<file path="src/rtl/sync_fifo_pkg.sv">
// Shared definitions for the sync_fifo_flags FIFO: default sizes,
// the occupancy-counter width helper and the sticky error record.
package sync_fifo_pkg;

  localparam int DEFAULT_DATA_W = 16;
  localparam int DEFAULT_DEPTH  = 8;

  // Counter must hold every value 0..depth inclusive
  function automatic int cnt_w(input int depth);
    return $clog2(depth + 1);
  endfunction

  typedef struct packed {
    logic overflow;
    logic underflow;
  } fifo_err_t;

endpackage

</file>
<file path="src/rtl/sync_fifo_mem.sv">
// Storage array for sync_fifo_flags: DEPTH x DATA_W registers with one
// synchronous write port and one asynchronous (combinational) read port.
// The array is deliberately not reset; the owner tracks which entries hold data.
module sync_fifo_mem #(
  parameter int DATA_W = 16,
  parameter int DEPTH  = 8,
  parameter int PTR_W  = 3
) (
  input  logic              clk,
  input  logic              wr_en_i,
  input  logic [PTR_W-1:0]  wr_addr_i,
  input  logic [DATA_W-1:0] wr_data_i,
  input  logic [PTR_W-1:0]  rd_addr_i,
  output logic [DATA_W-1:0] rd_data_o
);

  logic [DATA_W-1:0] mem_q [DEPTH];

  // Write the incoming word into the addressed slot on the rising edge
  always_ff @(posedge clk) begin
    if (wr_en_i) begin
      mem_q[wr_addr_i] <= wr_data_i;
    end
  end

  assign rd_data_o = mem_q[rd_addr_i];

endmodule

</file>
<file path="src/rtl/sync_fifo_flags.sv">
// Single-clock show-ahead FIFO with occupancy count, almost-full/almost-empty
// flags and sticky overflow/underflow errors. Any DEPTH >= 2 is supported;
// pointers wrap explicitly at DEPTH-1.
// Optional feature macro: SYNC_FIFO_WATERMARK_EN enables the peak-occupancy
// register behind max_count_o; without it max_count_o is tied to 0.
module sync_fifo_flags
  import sync_fifo_pkg::*;
#(
  parameter int DATA_W    = DEFAULT_DATA_W,
  parameter int DEPTH     = DEFAULT_DEPTH,
  parameter int AF_THRESH = 6,
  parameter int AE_THRESH = 2
) (
  input  logic                       clk,
  input  logic                       reset,
  input  logic                       push_i,
  input  logic [DATA_W-1:0]          push_data_i,
  input  logic                       pop_i,
  output logic [DATA_W-1:0]          pop_data_o,
  output logic                       full_o,
  output logic                       empty_o,
  output logic                       almost_full_o,
  output logic                       almost_empty_o,
  output logic [cnt_w(DEPTH)-1:0]    count_o,
  output logic                       overflow_o,
  output logic                       underflow_o,
  output logic [cnt_w(DEPTH)-1:0]    max_count_o
);

  localparam int CNT_W = cnt_w(DEPTH);
  localparam int PTR_W = $clog2(DEPTH);

  localparam logic [CNT_W-1:0] DEPTH_C = CNT_W'(DEPTH);
  localparam logic [CNT_W-1:0] AF_C    = CNT_W'(AF_THRESH);
  localparam logic [CNT_W-1:0] AE_C    = CNT_W'(AE_THRESH);
  localparam logic [PTR_W-1:0] LAST_C  = PTR_W'(DEPTH - 1);

  logic [PTR_W-1:0]  wrPtr_q, wrPtr_d;
  logic [PTR_W-1:0]  rdPtr_q, rdPtr_d;
  logic [CNT_W-1:0]  count_q, count_d;
  fifo_err_t         err_q, err_d;
  logic              pushAcc, popAcc;
  logic [DATA_W-1:0] memRdData;

  // Flags are decoded only from the registered count, never from push/pop
  assign full_o         = (count_q == DEPTH_C);
  assign empty_o        = (count_q == '0);
  assign almost_full_o  = (count_q >= AF_C);
  assign almost_empty_o = (count_q <= AE_C);
  assign count_o        = count_q;
  assign overflow_o     = err_q.overflow;
  assign underflow_o    = err_q.underflow;

  // A push into a full FIFO is fine when a pop frees the head slot on the same edge
  assign pushAcc = push_i && (!full_o || pop_i);
  assign popAcc  = pop_i && !empty_o;

  // Next pointers, count and sticky errors from the accepted operations
  always_comb begin
    wrPtr_d = wrPtr_q;
    rdPtr_d = rdPtr_q;
    count_d = count_q;
    err_d   = err_q;
    if (pushAcc) begin
      wrPtr_d = (wrPtr_q == LAST_C) ? '0 : wrPtr_q + PTR_W'(1);
    end
    if (popAcc) begin
      rdPtr_d = (rdPtr_q == LAST_C) ? '0 : rdPtr_q + PTR_W'(1);
    end
    unique case ({pushAcc, popAcc})
      2'b10:   count_d = count_q + CNT_W'(1);
      2'b01:   count_d = count_q - CNT_W'(1);
      default: count_d = count_q;
    endcase
    if (push_i && !pushAcc) begin
      err_d.overflow = 1'b1;
    end
    if (pop_i && empty_o) begin
      err_d.underflow = 1'b1;
    end
  end

  // Control state register; reset wins over any push/pop in the same cycle
  always_ff @(posedge clk) begin
    if (reset) begin
      wrPtr_q <= '0;
      rdPtr_q <= '0;
      count_q <= '0;
      err_q   <= '0;
    end else begin
      wrPtr_q <= wrPtr_d;
      rdPtr_q <= rdPtr_d;
      count_q <= count_d;
      err_q   <= err_d;
    end
  end

`ifdef SYNC_FIFO_WATERMARK_EN
  logic [CNT_W-1:0] maxCount_q;

  // Track peak occupancy using the next count so it moves on the same edge
  always_ff @(posedge clk) begin
    if (reset) begin
      maxCount_q <= '0;
    end else if (count_d > maxCount_q) begin
      maxCount_q <= count_d;
    end
  end

  assign max_count_o = maxCount_q;
`else
  assign max_count_o = '0;
`endif

  sync_fifo_mem #(
    .DATA_W (DATA_W),
    .DEPTH  (DEPTH),
    .PTR_W  (PTR_W)
  ) u_mem (
    .clk       (clk),
    .wr_en_i   (pushAcc && !reset),
    .wr_addr_i (wrPtr_q),
    .wr_data_i (push_data_i),
    .rd_addr_i (rdPtr_q),
    .rd_data_o (memRdData)
  );

  // Show-ahead head word, forced to zero while nothing is stored
  assign pop_data_o = empty_o ? '0 : memRdData;

endmodule

</file>
<file path="config.mk">
export PLATFORM = sky130hd
export DESIGN_NAME = sync_fifo_flags
export DESIGN_NICKNAME = d
export VERILOG_FILES = /design/src/rtl/sync_fifo_pkg.sv /design/src/rtl/sync_fifo_mem.sv /design/src/rtl/sync_fifo_flags.sv
export SDC_FILE = /design/constraint.sdc
export NUM_CORES = 1
export LEC_CHECK = 0
export CORE_AREA = 2 2 136 138
export DETAILED_ROUTE_END_ITERATION = 12
export DIE_AREA = 0 0 138 140
export PLACE_DENSITY_LB_ADDON = 0.25
export SYNTH_ARGS = -nofsm -noshare
export SYNTH_HDL_FRONTEND = slang
export SYNTH_HIERARCHICAL = 1
export SYNTH_SLANG_ARGS = --single-unit
export TNS_END_PERCENT = 5
</file>
<file path="constraint.sdc">
create_clock -name clk -period 3.6 [get_ports clk]
set_clock_uncertainty 0.15 [all_clocks]
set_input_delay 0.54 -clock clk [delete_from_list [all_inputs] [get_ports clk]]
set_output_delay 0.54 -clock clk [all_outputs]
set_load 0.005 [all_outputs]
</file>
==> results.md, run 1 <==
- WL per Instance: 18.5 microns
- Die area: 0.0193 sq mm
- Post-Synth XOR/XNOR Area: 0.453%
- Cell Area, Placed: 0.00659 sq mm
- Synth Area in Compound Gates: 1.62%
- Power Dens Cells: 673 mW/mm^2
- Most frequent cells after synthesis: edfxtp_1 (128), mux4_1 (28), mux2_2 (17), nor2b_1 (17), nor2_1 (16)
- Starting Density: 32.6%
- Placed insts: 569
- Slew Limit Headroom: between 40% and 50%
- Multiplexer share of the synthesized area: 18.2%
- Critical path type: reg2out
- CP arrival: around 2.6 ns
- # diodes: 0
- WP data required: 2.91 ns
- Final setup viols: 0
- Clk_lat worst skew: 0.40 ns
- Cell Area, Synth: 0.00580 sq mm
- Final Non-Filler Cells: 598
- Clock sink count: between 100 and 150
- Num ports: 50
- First-pass GRT wire length: 16.9 mm
- Final min period: 3.26 ns
- Vias per cell: ~4.8
- Final GP Congestion: 0.717
- Top_reg_cell synth: edfxtp_1
- Crit start category: flop
- HP Class: reg2reg
- Critical Path Max Stage Delay: 0.86 ns
- Endpoints failing hold: 0
- Pin count of the biggest net entering global routing: 36
- YS warnings: 6
- GR Overflow Total: 0
- Hold buffers post-CTS: 0
- Iter 0 DRT Violations: approximately 130
- Core Util, Final: between 40 and 50%
- Synth Area in Adders: about 1.5%
- Fillers: 1614
- Worst-path clk slew: 0.05 ns
- P_leak: between 2 and 2.5 nW
- DP HPWL: 6.57 mm
- Pins Over Slew Limit: 0
- Hold depth: 2
- Pre-CTS setup slack: 0.658 ns
- Stages on worst setup path: 4
- Design area: 0.00713 sq mm
- Max Cap Viol: 0
- Synthesized flop and latch total: 140
- Vias in the first global route: around 2900
- Final clock period utilization by the worst path: a little over 90%
- Critical Path Sink Type: primary output
- Via Count: 2869
- Post-synth EDFFs: 128
- H-Tree Depth: 4
- Clk buf depth: 2
- Worst path bufs/invs: 1
- Mapped Cells: 291
- Most frequent cell after synthesis: edfxtp_1
- Slew @ Worst Pin: ~0.82 ns
- Area of the multi-input gates: 0.00160 sq mm
- Pre-antenna DRT Iters: 4
- Async S/R FF share, synth: 0%
- Die X: 138 microns
- Fin Setup TNS: 0 ns
- Largest family of logic cells by synthesized area: multiplexers
- Critical path peak fanout: 34
- Site row count: 49
- Synth area leaders: edfxtp_1 (66%), mux4_1 (13%), dfxtp_1 (4.1%)
- Final wirelength: about 11 mm
- Proportion of layout cells with a drive suffix above 1: 20.1%
- Total power: 4.80 mW
- Total area of sequential cells: 0.00409 sq mm
- Yosys top cell area share: 66.3%
- CTS tree: done
- Post-CTS Resized: 0
- Yosys cell types: 34
- Post-route ant nets: 0
- Core region area: 0.0178 sq mm
- Hold_ws: 0.324 ns
- RSZ-0062 raised after global routing: no
- I/O Buffers: 45
- Post-Synth Simple-Gate Area: under 10%
- Sequential area share after synthesis: 70.4%
- Largest area contributor in the netlist: edfxtp_1
- Layout Nets: 386
- DRC viols: 0
- Critical path cell sequence: mux4_1 -> mux2_2 -> nor2b_1 -> clkdlybuf4s50_1
- Status: finished, final reports clean
- Max VDD drop: 0.524 mV
- CTS root buffer: clkbuf_16
- Final worst setup slack: ~0.34 ns
- Slowest-stage cell, CP: dfxtp_2
- Die Y: 140 microns
- Crit-path leading delay family: flip-flops
- Antenna violations before repair: 0
- Number of CTS-inserted buffers: 17
- Max Fclk: ~0.31 GHz
- Gr usage total: between 10% and 20%
- Post-CTS Setup Inserts: 0
- Syn Area/Cell: between 15 and 20 sq um
- Area growth syn-to-layout: 23.0%
- Worst-case reg-to-reg path depth: 9
-- power by group --
part / internal [mW] / switching (mW) / total, mW / leakage [nW]
clock network: 1.00 / 0.609 / 1.61 / 0.256
logic: 0.748 / 0.515 / 1.26 / 0.866
registers: 1.84 / 0.0840 / 1.93 / 1.26
-- registers in the layout (all words and copies together), names as in the netlist --
register,flops
wrPtr_q,3
underflow_o,1
count_o,4
overflow_o,1
u_mem/mem_q,128
rdPtr_q,3
-- kinds of logic (layout without fill, tap and decap cells) --
logic type / Yosys count / count (layout)
DFF: 140 / 140
buffers and inverters: 19 / 94
xor gates and xnor gates: 3 / 3
adders and majority gates: 7 / 7
muxes: 53 / 53
AOI/OAI and AO/OA: 14 / 14
other: 1 / 4
and+or+nand+nor: 54 / 54
-- placed cells by master (no fill, tap or decap), types with 2 or more instances in the layout --
cell	synthesis	layout
mux4_2	4	4
nor3_2	0	2
nand2b_1	5	5
dfxtp_1	12	10
clkdlybuf4s50_1	0	45
mux2_2	17	17
buf_4	6	16
xor2_1	3	3
dfxtp_2	0	2
mux2i_1	4	4
clkinv_2	0	2
clkbuf_1	0	4
nand2_1	5	5
clkbuf_16	0	17
conb_1	1	4
buf_12	0	2
nor2b_1	17	17
a21oi_1	8	8
clkinvlp_4	0	2
edfxtp_1	128	128
inv_1	2	2
nor3b_1	2	2
nor2_1	16	16
bufinv_16	0	2
mux4_1	28	28
ha_1	7	7
or3_1	2	2
-- final timing paths --
path | end | start | slack (ns)
min reg2reg | overflow_o$_SDFFE_PP0P_ | overflow_o$_SDFFE_PP0P_ | 0.32
max reg2reg | count_o[2]$_SDFFE_PP0P_ | count_o[1]$_SDFFE_PP0P_ | 0.68
min | overflow_o$_SDFFE_PP0P_ | overflow_o$_SDFFE_PP0P_ | 0.32
max | pop_data_o[3] | rdPtr_q[2]$_SDFFE_PP0P_ | 0.34
-- worst min-delay path, cell delays in order, from the launching register on --
cell and delay [ns]:
dfxtp_1 0.32, a21oi_1 0.04, nor2_1 0.07
-- layer usage --
metal,global-route usage [%],part of all wire [%],vias up
li1,-,-,1316
met1,14.8,47,1491
met2,19.6,49,55
met3,3.93,3.6,7
met4,4.19,0.62,0
met5,0,0,-
-- layout make-up --
type	count	share of cell area, %
clock inverter	8	1.37
sequential	140	57.3
timing repair buffer	63	8.56
tap	229	4.02
inverter	2	0.105
clock buffer	21	6.18
multi-input combinational	135	22.5
(Power assumes the default switching activity.)
==> run 2: changes to the inputs <==
Settings changed: RECOVER_POWER from default to 25.
==> results.md, run 2 (synthesis gave the netlist of run 1 again) <==
- CTS tree: done
- Most common cell after layout, fill and taps aside: edfxtp_1
- HP Class: reg2reg
- Core Util, Final: 40.1% (unchanged)
- Placed insts: 569 (unchanged)
- Slew @ Worst Pin: 0.824 ns (-0.000513 ns)
- DP HPWL: 6.57 mm (unchanged)
- DRC viols: 0 (unchanged)
- Pin count of the biggest net entering global routing: 36 (unchanged)
- Routed wl met3: 405 microns (+0.75%)
- Slowest-stage cell, CP: dfxtp_2
- Min-delay src: overflow_o$_SDFFE_PP0P_
- Worst-path clk slew: 0.05 ns (about the same)
- Area growth syn-to-layout: 23.0% (unchanged)
- Number of CTS-inserted buffers: 17 (unchanged)
- Antenna violations before repair: 0 (unchanged)
- Hold_ws: 0.324 ns (-0.0000100 ns)
- Internal power: 3.59 mW (about the same)
- DR top layer: met4
- Iter 0 DRT Violations: 132 (unchanged)
- CTS root buffer: clkbuf_16
- Post-CTS Setup Inserts: 0 (unchanged)
- Sw Share: 25.1% (-0.035 points)
- P_leak: 2.38 nW (+0.11%)
- WL met1: 5.17 mm (-0.19%)
- Worst path bufs/invs: 1 (unchanged)
- Final min period: 3.26 ns (-0.00180 ns)
- Status: finished, final reports clean
- Num ports: 50 (unchanged)
- Fin Setup TNS: 0 ns (unchanged)
- Worst setup path start: rdPtr_q[2]$_SDFFE_PP0P_
- First-pass GRT wire length: 16.9 mm (unchanged)
- Pre-antenna DRT Iters: 4 (unchanged)
- Final worst setup slack: 0.340 ns (+0.00180 ns)
- Design area: 0.00713 sq mm (unchanged)
- Die area: 0.0193 sq mm (unchanged)
- Post-CTS Resized: 0 (unchanged)
- Crit start category: flop
- H-Tree Depth: 4 (unchanged)
- Sw power: 1.21 mW (-0.24%)
- Gate power share: 26.3% (about the same)
- Power Dens Cells: 672 mW/mm^2 (-0.10%)
- Cell Area, Placed: 0.00659 sq mm (unchanged)
- RSZ-0062 raised after global routing: no
- Post-route ant nets: 0 (unchanged)
- Total power: 4.80 mW (-0.10%)
- Vias in the first global route: 2927 (unchanged)
- WP data required: 2.91 ns (about the same)
- Max reg flops: 128 (unchanged)
- Pins Over Slew Limit: 0 (unchanged)
- Max VDD drop: 0.524 mV (about the same)
- Pre-CTS setup slack: 0.658 ns (unchanged)
- Max Fclk: 0.307 GHz (about the same)
- Most frequent cells in the layout: edfxtp_1 (128), clkdlybuf4s50_1 (35), mux4_1 (28)
- # diodes: 0 (unchanged)
- Proportion of layout cells with a drive suffix above 1: 20.1% (unchanged)
- Layout Nets: 386 (unchanged)
- Hold buffers post-CTS: 0 (unchanged)
- Fillers: 1614 (unchanged)
- Endpoints failing hold: 0 (unchanged)
- Critical path type: reg2out
- Final clock period utilization by the worst path: 90.6% (about the same)
- Sequential power share: 40.2% (about the same)
- Die X: 138 microns (unchanged)
- Worst R2R Start: count_o[1]$_SDFFE_PP0P_
- Power share of the clock group: 33.5% (about the same)
- I/O Buffers: 45 (unchanged)
- Final GP Congestion: 0.717 (unchanged)
- Core region area: 0.0178 sq mm (unchanged)
- Final setup viols: 0 (unchanged)
- Slew Limit Headroom: 45.1% (about the same)
- Clk_lat worst skew: 0.40 ns (about the same)
- Vias per cell: 4.80 (+0.14%)
- Reg with most FFs: u_mem/mem_q
- Met2 WL: 5.43 mm (about the same)
- Critical Path Sink Type: primary output
- Final Non-Filler Cells: 598 (unchanged)
- Critical Path Max Stage Delay: 0.86 ns (about the same)
- Final wirelength: 11.1 mm (-0.16%)
- Critical path peak fanout: 34 (unchanged)
- Clk buf depth: 2 (unchanged)
- Clock sink count: 140 (unchanged)
- Gr usage total: 11.9% (unchanged)
- Site row count: 49 (unchanged)
- CP arrival: 2.57 ns (about the same)
- Critical path cell sequence: mux4_1 -> mux2_2 -> nor2b_1 -> clkdlybuf4s50_1
- Starting Density: 32.6% (unchanged)
- Crit-path leading delay family: flip-flops
- WL per Instance: 18.5 microns (-0.16%)
- Via Count: 2873 (+0.14%)
- Max Cap Viol: 0 (unchanged)
- GR Overflow Total: 0 (unchanged)
- Die Y: 140 microns (unchanged)
[run 2: changes by cell type in the layout (fill, tap and decap cells not counted), sizes merged]
cell	before	now
dlygate4sd3	0	10
clkdlybuf4s50	45	35
[run 2: final timing paths]
check | to | slack [ns] | cells after the start
worst min register to register | overflow_o$_SDFFE_PP0P_ | 0.32 | 2
worst max register to register | count_o[2]$_SDFFE_PP0P_ | 0.68 | 9
worst max-delay path | pop_data_o[3] | 0.34 | 4
worst min-delay path | overflow_o$_SDFFE_PP0P_ | 0.32 | 2
[run 2: area by class of cell]
class	count	area, sq um	area share [%]
Sequential cell	140	4090	57.3
Multi-Input combinational cell	135	1600	22.5
Timing Repair Buffer	63	611	8.56
Clock buffer	21	440	6.18
Tap cell	229	287	4.02
Clock inverter	8	97.6	1.37
Inverter	2	7.51	0.105
[run 2: power groups by stage]
stage | registers, mW | logic, mW | clock network (mW)
final | 1.93 | 1.26 | 1.61
after global routing | 1.94 | 1.38 | 1.72
after CTS | 1.93 | 1.31 | 1.65
after detailed placement | 1.96 | 1.30 | 0
after global placement | 1.95 | 1.29 | 0
after floorplan | 1.92 | 0.751 | 0
[run 2: tightest hold or removal path: stages, from the launching register on]
cell and delay (ns):
dfxtp_1 0.32, a21oi_1 0.04, nor2_1 0.07
[run 2: layer usage]
layer | up-vias | global-route usage, %
met1 | 1495 | 14.8
met3 | 7 | 3.93
met4 | 0 | 4.19
li1 | 1316 | -
met2 | 55 | 19.6
met5 | - | 0
==> run 3: changes to the inputs <==
Settings changed: CORE_AREA 2 2 136 138 to 2 2 112 168, DIE_AREA 0 0 138 140 to 0 0 114 170, PLACE_DENSITY from default to 0.58, PLACE_DENSITY_LB_ADDON 0.25 to default.
==> results.md, run 3 (synthesis gave the netlist of run 1 again) <==
- Area of the multi-input gates: 0.00160 sq mm (unchanged)
- Most common cell after layout, fill and taps aside: edfxtp_1
- Pin count of the biggest net entering global routing: 36 (unchanged)
- Sw power: 1.30 mW (+8.2%)
- Hold buffers post-CTS: 0 (unchanged)
- Slew Limit Headroom: 45.6% (+0.57 points)
- Antenna violations before repair: 1 (+1)
- M2 GR Usage: 21.1% (+1.4 points)
- Internal power: 3.56 mW (-0.89%)
- DP HPWL: 6.71 mm (+2.2%)
- HP Class: reg2reg
- Slew @ Worst Pin: 0.815 ns (-0.00860 ns)
- Vias in the first global route: 2970 (+1.5%)
- Vias per cell: 4.85 (+0.97%)
- Gr usage total: 12.2% (+0.29 points)
- Final min period: 3.25 ns (-0.00533 ns)
- Reg with most FFs: u_mem/mem_q
- Worst-path clk slew: 0.06 ns (about the same)
- Endpoints failing hold: 0 (unchanged)
- First-pass GRT wire length: 17.1 mm (+1.5%)
- CP arrival: 2.56 ns (about the same)
- Critical Path Sink Type: primary output
- Clk buf depth: 2 (unchanged)
- Final clock period utilization by the worst path: 90.4% (-0.15 points)
- Pins Over Slew Limit: 0 (unchanged)
- Final GP Congestion: 0.698 (-2.6%)
- Critical path type: reg2out
- Final setup viols: 0 (unchanged)
- Num ports: 50 (unchanged)
- Max Fclk: 0.307 GHz (+0.16%)
- Max VDD drop: 0.350 mV (-33%)
- Iter 0 DRT Violations: 163 (+23%)
- Sw Share: 26.8% (+1.7 points)
- Number of CTS-inserted buffers: 17 (unchanged)
- Die area: 0.0194 sq mm (+0.31%)
- Reg2Reg Setup Slack: 0.70 ns (+0.02 ns)
- Max Cap Viol: 0 (unchanged)
- Post-CTS Resized: 0 (unchanged)
- P_leak: 2.41 nW (+1.1%)
- Gate power share: 26.0% (-0.3 points)
- Status: finished, final reports clean
- CTS tree: done
- WP data required: 2.91 ns (about the same)
- Fin Setup TNS: 0 ns (unchanged)
- Crit start category: flop
- Grt met1 use: 14.6% (-0.18 points)
- Clk_lat worst skew: 0.41 ns (about the same)
- I/O Buffers: 45 (unchanged)
- Max reg flops: 128 (unchanged)
- Die X: 114 microns (-17%)
- Worst-case reg-to-reg path depth: 9 (unchanged)
- Most frequent cells in the layout: edfxtp_1 (128), clkdlybuf4s50_1 (35), mux4_1 (28), buf_4 (18)
- Die Y: 170 microns (+21%)
- Pre-antenna DRT Iters: 4 (unchanged)
- Hold_ws: 0.320 ns (-0.00375 ns)
- Final wirelength: 11.1 mm (about the same)
- Critical path peak fanout: 34 (unchanged)
- Layout Nets: 387 (+0.26%)
- Fillers: 1610 (-0.25%)
- Worst setup path start: rdPtr_q[2]$_SDFFE_PP0P_
- Power share of the clock group: 34.5% (+1.0 points)
- H-Tree Depth: 4 (unchanged)
- Via Count: 2867 (-0.21%)
- WL per Instance: 18.7 microns (+1.2%)
- Power Dens Cells: 680 mW/mm^2 (+1.1%)
- Critical R2R Capture: count_o[2]$_SDFFE_PP0P_
- GR Overflow Total: 0 (unchanged)
- GR peak layer: met2
- Post-CTS Setup Inserts: 0 (unchanged)
- Core region area: 0.0179 sq mm (+0.49%)
- Starting Density: 32.5% (-0.16 points)
- Clock sink count: 140 (unchanged)
- Sequential power share: 39.4% (-0.8 points)
- Worst R2R Start: count_o[1]$_SDFFE_PP0P_
- Area growth syn-to-layout: 23.4%
- Proportion of layout cells with a drive suffix above 1: 22.0% (+1.9 points)
- Site row count: 60 (+22%)
- RSZ-0062 raised after global routing: no
- DRC viols: 0 (unchanged)
- GR Util met3: 2.92% (-1.0 points)
- Total area of sequential cells: 0.00409 sq mm (unchanged)
- Post-route ant nets: 0 (unchanged)
- Critical Path End: pop_data_o[3]
- CTS root buffer: clkbuf_16
## run 3: cell count changes in the layout (fill, tap and decap cells not counted)
cell / previous run / this run
buf_12: 2 / 1
clkinv_2: 2 / 0
buf_4: 16 / 18
diode_2: 0 / 1
inv_6: 0 / 6
clkbuf_1: 4 / 0
bufinv_16: 2 / 1
clkinv_4: 1 / 2
inv_8: 0 / 3
## run 3: stage by stage
stage	std cells	setup slack [ns]	util [%]	cell area [sq um]	total power, mW
2_1_floorplan	294	0.893	-	5810	2.67
5_1_grt	590	0.211	40.0	7150	5.11
3_3_place_gp	558	0.693	36.8	6570	3.24
3_5_place_dp	558	0.631	36.8	6570	3.25
4_1_cts	590	0.259	40.0	7150	4.94
6_report	591	0.345	40.0	7150	4.86
## run 3: power groups by stage
| stage | logic (mW) | registers [mW] | clock network (mW) |
|---|---|---|---|
| finish | 1.27 | 1.92 | 1.68 |
| global route | 1.39 | 1.93 | 1.80 |
| CTS | 1.31 | 1.92 | 1.72 |
| detailed placement | 1.30 | 1.95 | 0 |
| global placement | 1.29 | 1.95 | 0 |
| floorplan | 0.751 | 1.92 | 0 |
## run 3: area by class of cell
class	count	area share, %
Tap cell	217	3.80
Antenna cell	1	0.0350
Clock inverter	15	2.13
Sequential cell	140	57.1
Inverter	2	0.105
Timing Repair Buffer	64	8.46
Multi-Input combinational cell	135	22.4
Clock buffer	17	5.95
## run 3: how the worst min path moves through the flow
stage | startpoint | end | cells past startpoint
3_3_place_gp | underflow_o$_SDFFE_PP0P_ | underflow_o$_SDFFE_PP0P_ | 2
2_1_floorplan | rdPtr_q[1]$_SDFFE_PP0P_ | rdPtr_q[1]$_SDFFE_PP0P_ | 2
5_1_grt | underflow_o$_SDFFE_PP0P_ | underflow_o$_SDFFE_PP0P_ | 2
4_1_cts | overflow_o$_SDFFE_PP0P_ | overflow_o$_SDFFE_PP0P_ | 2
3_5_place_dp | overflow_o$_SDFFE_PP0P_ | overflow_o$_SDFFE_PP0P_ | 2
6_report | overflow_o$_SDFFE_PP0P_ | overflow_o$_SDFFE_PP0P_ | 2
## run 3: worst max-delay path, stage by stage (launching register included)
cell and delay (ns):
dfxtp_2 0.86, mux4_1 0.41, mux2_2 0.29, nor2b_1 0.13, clkdlybuf4s50_1 0.47
## run 3: layer usage
layer / part of all wire [%] / wire length (microns)
met1: 43 / 4750
met2: 52 / 5780
met3: 3.8 / 418
met4: 1.1 / 119
met5: 0 / 0
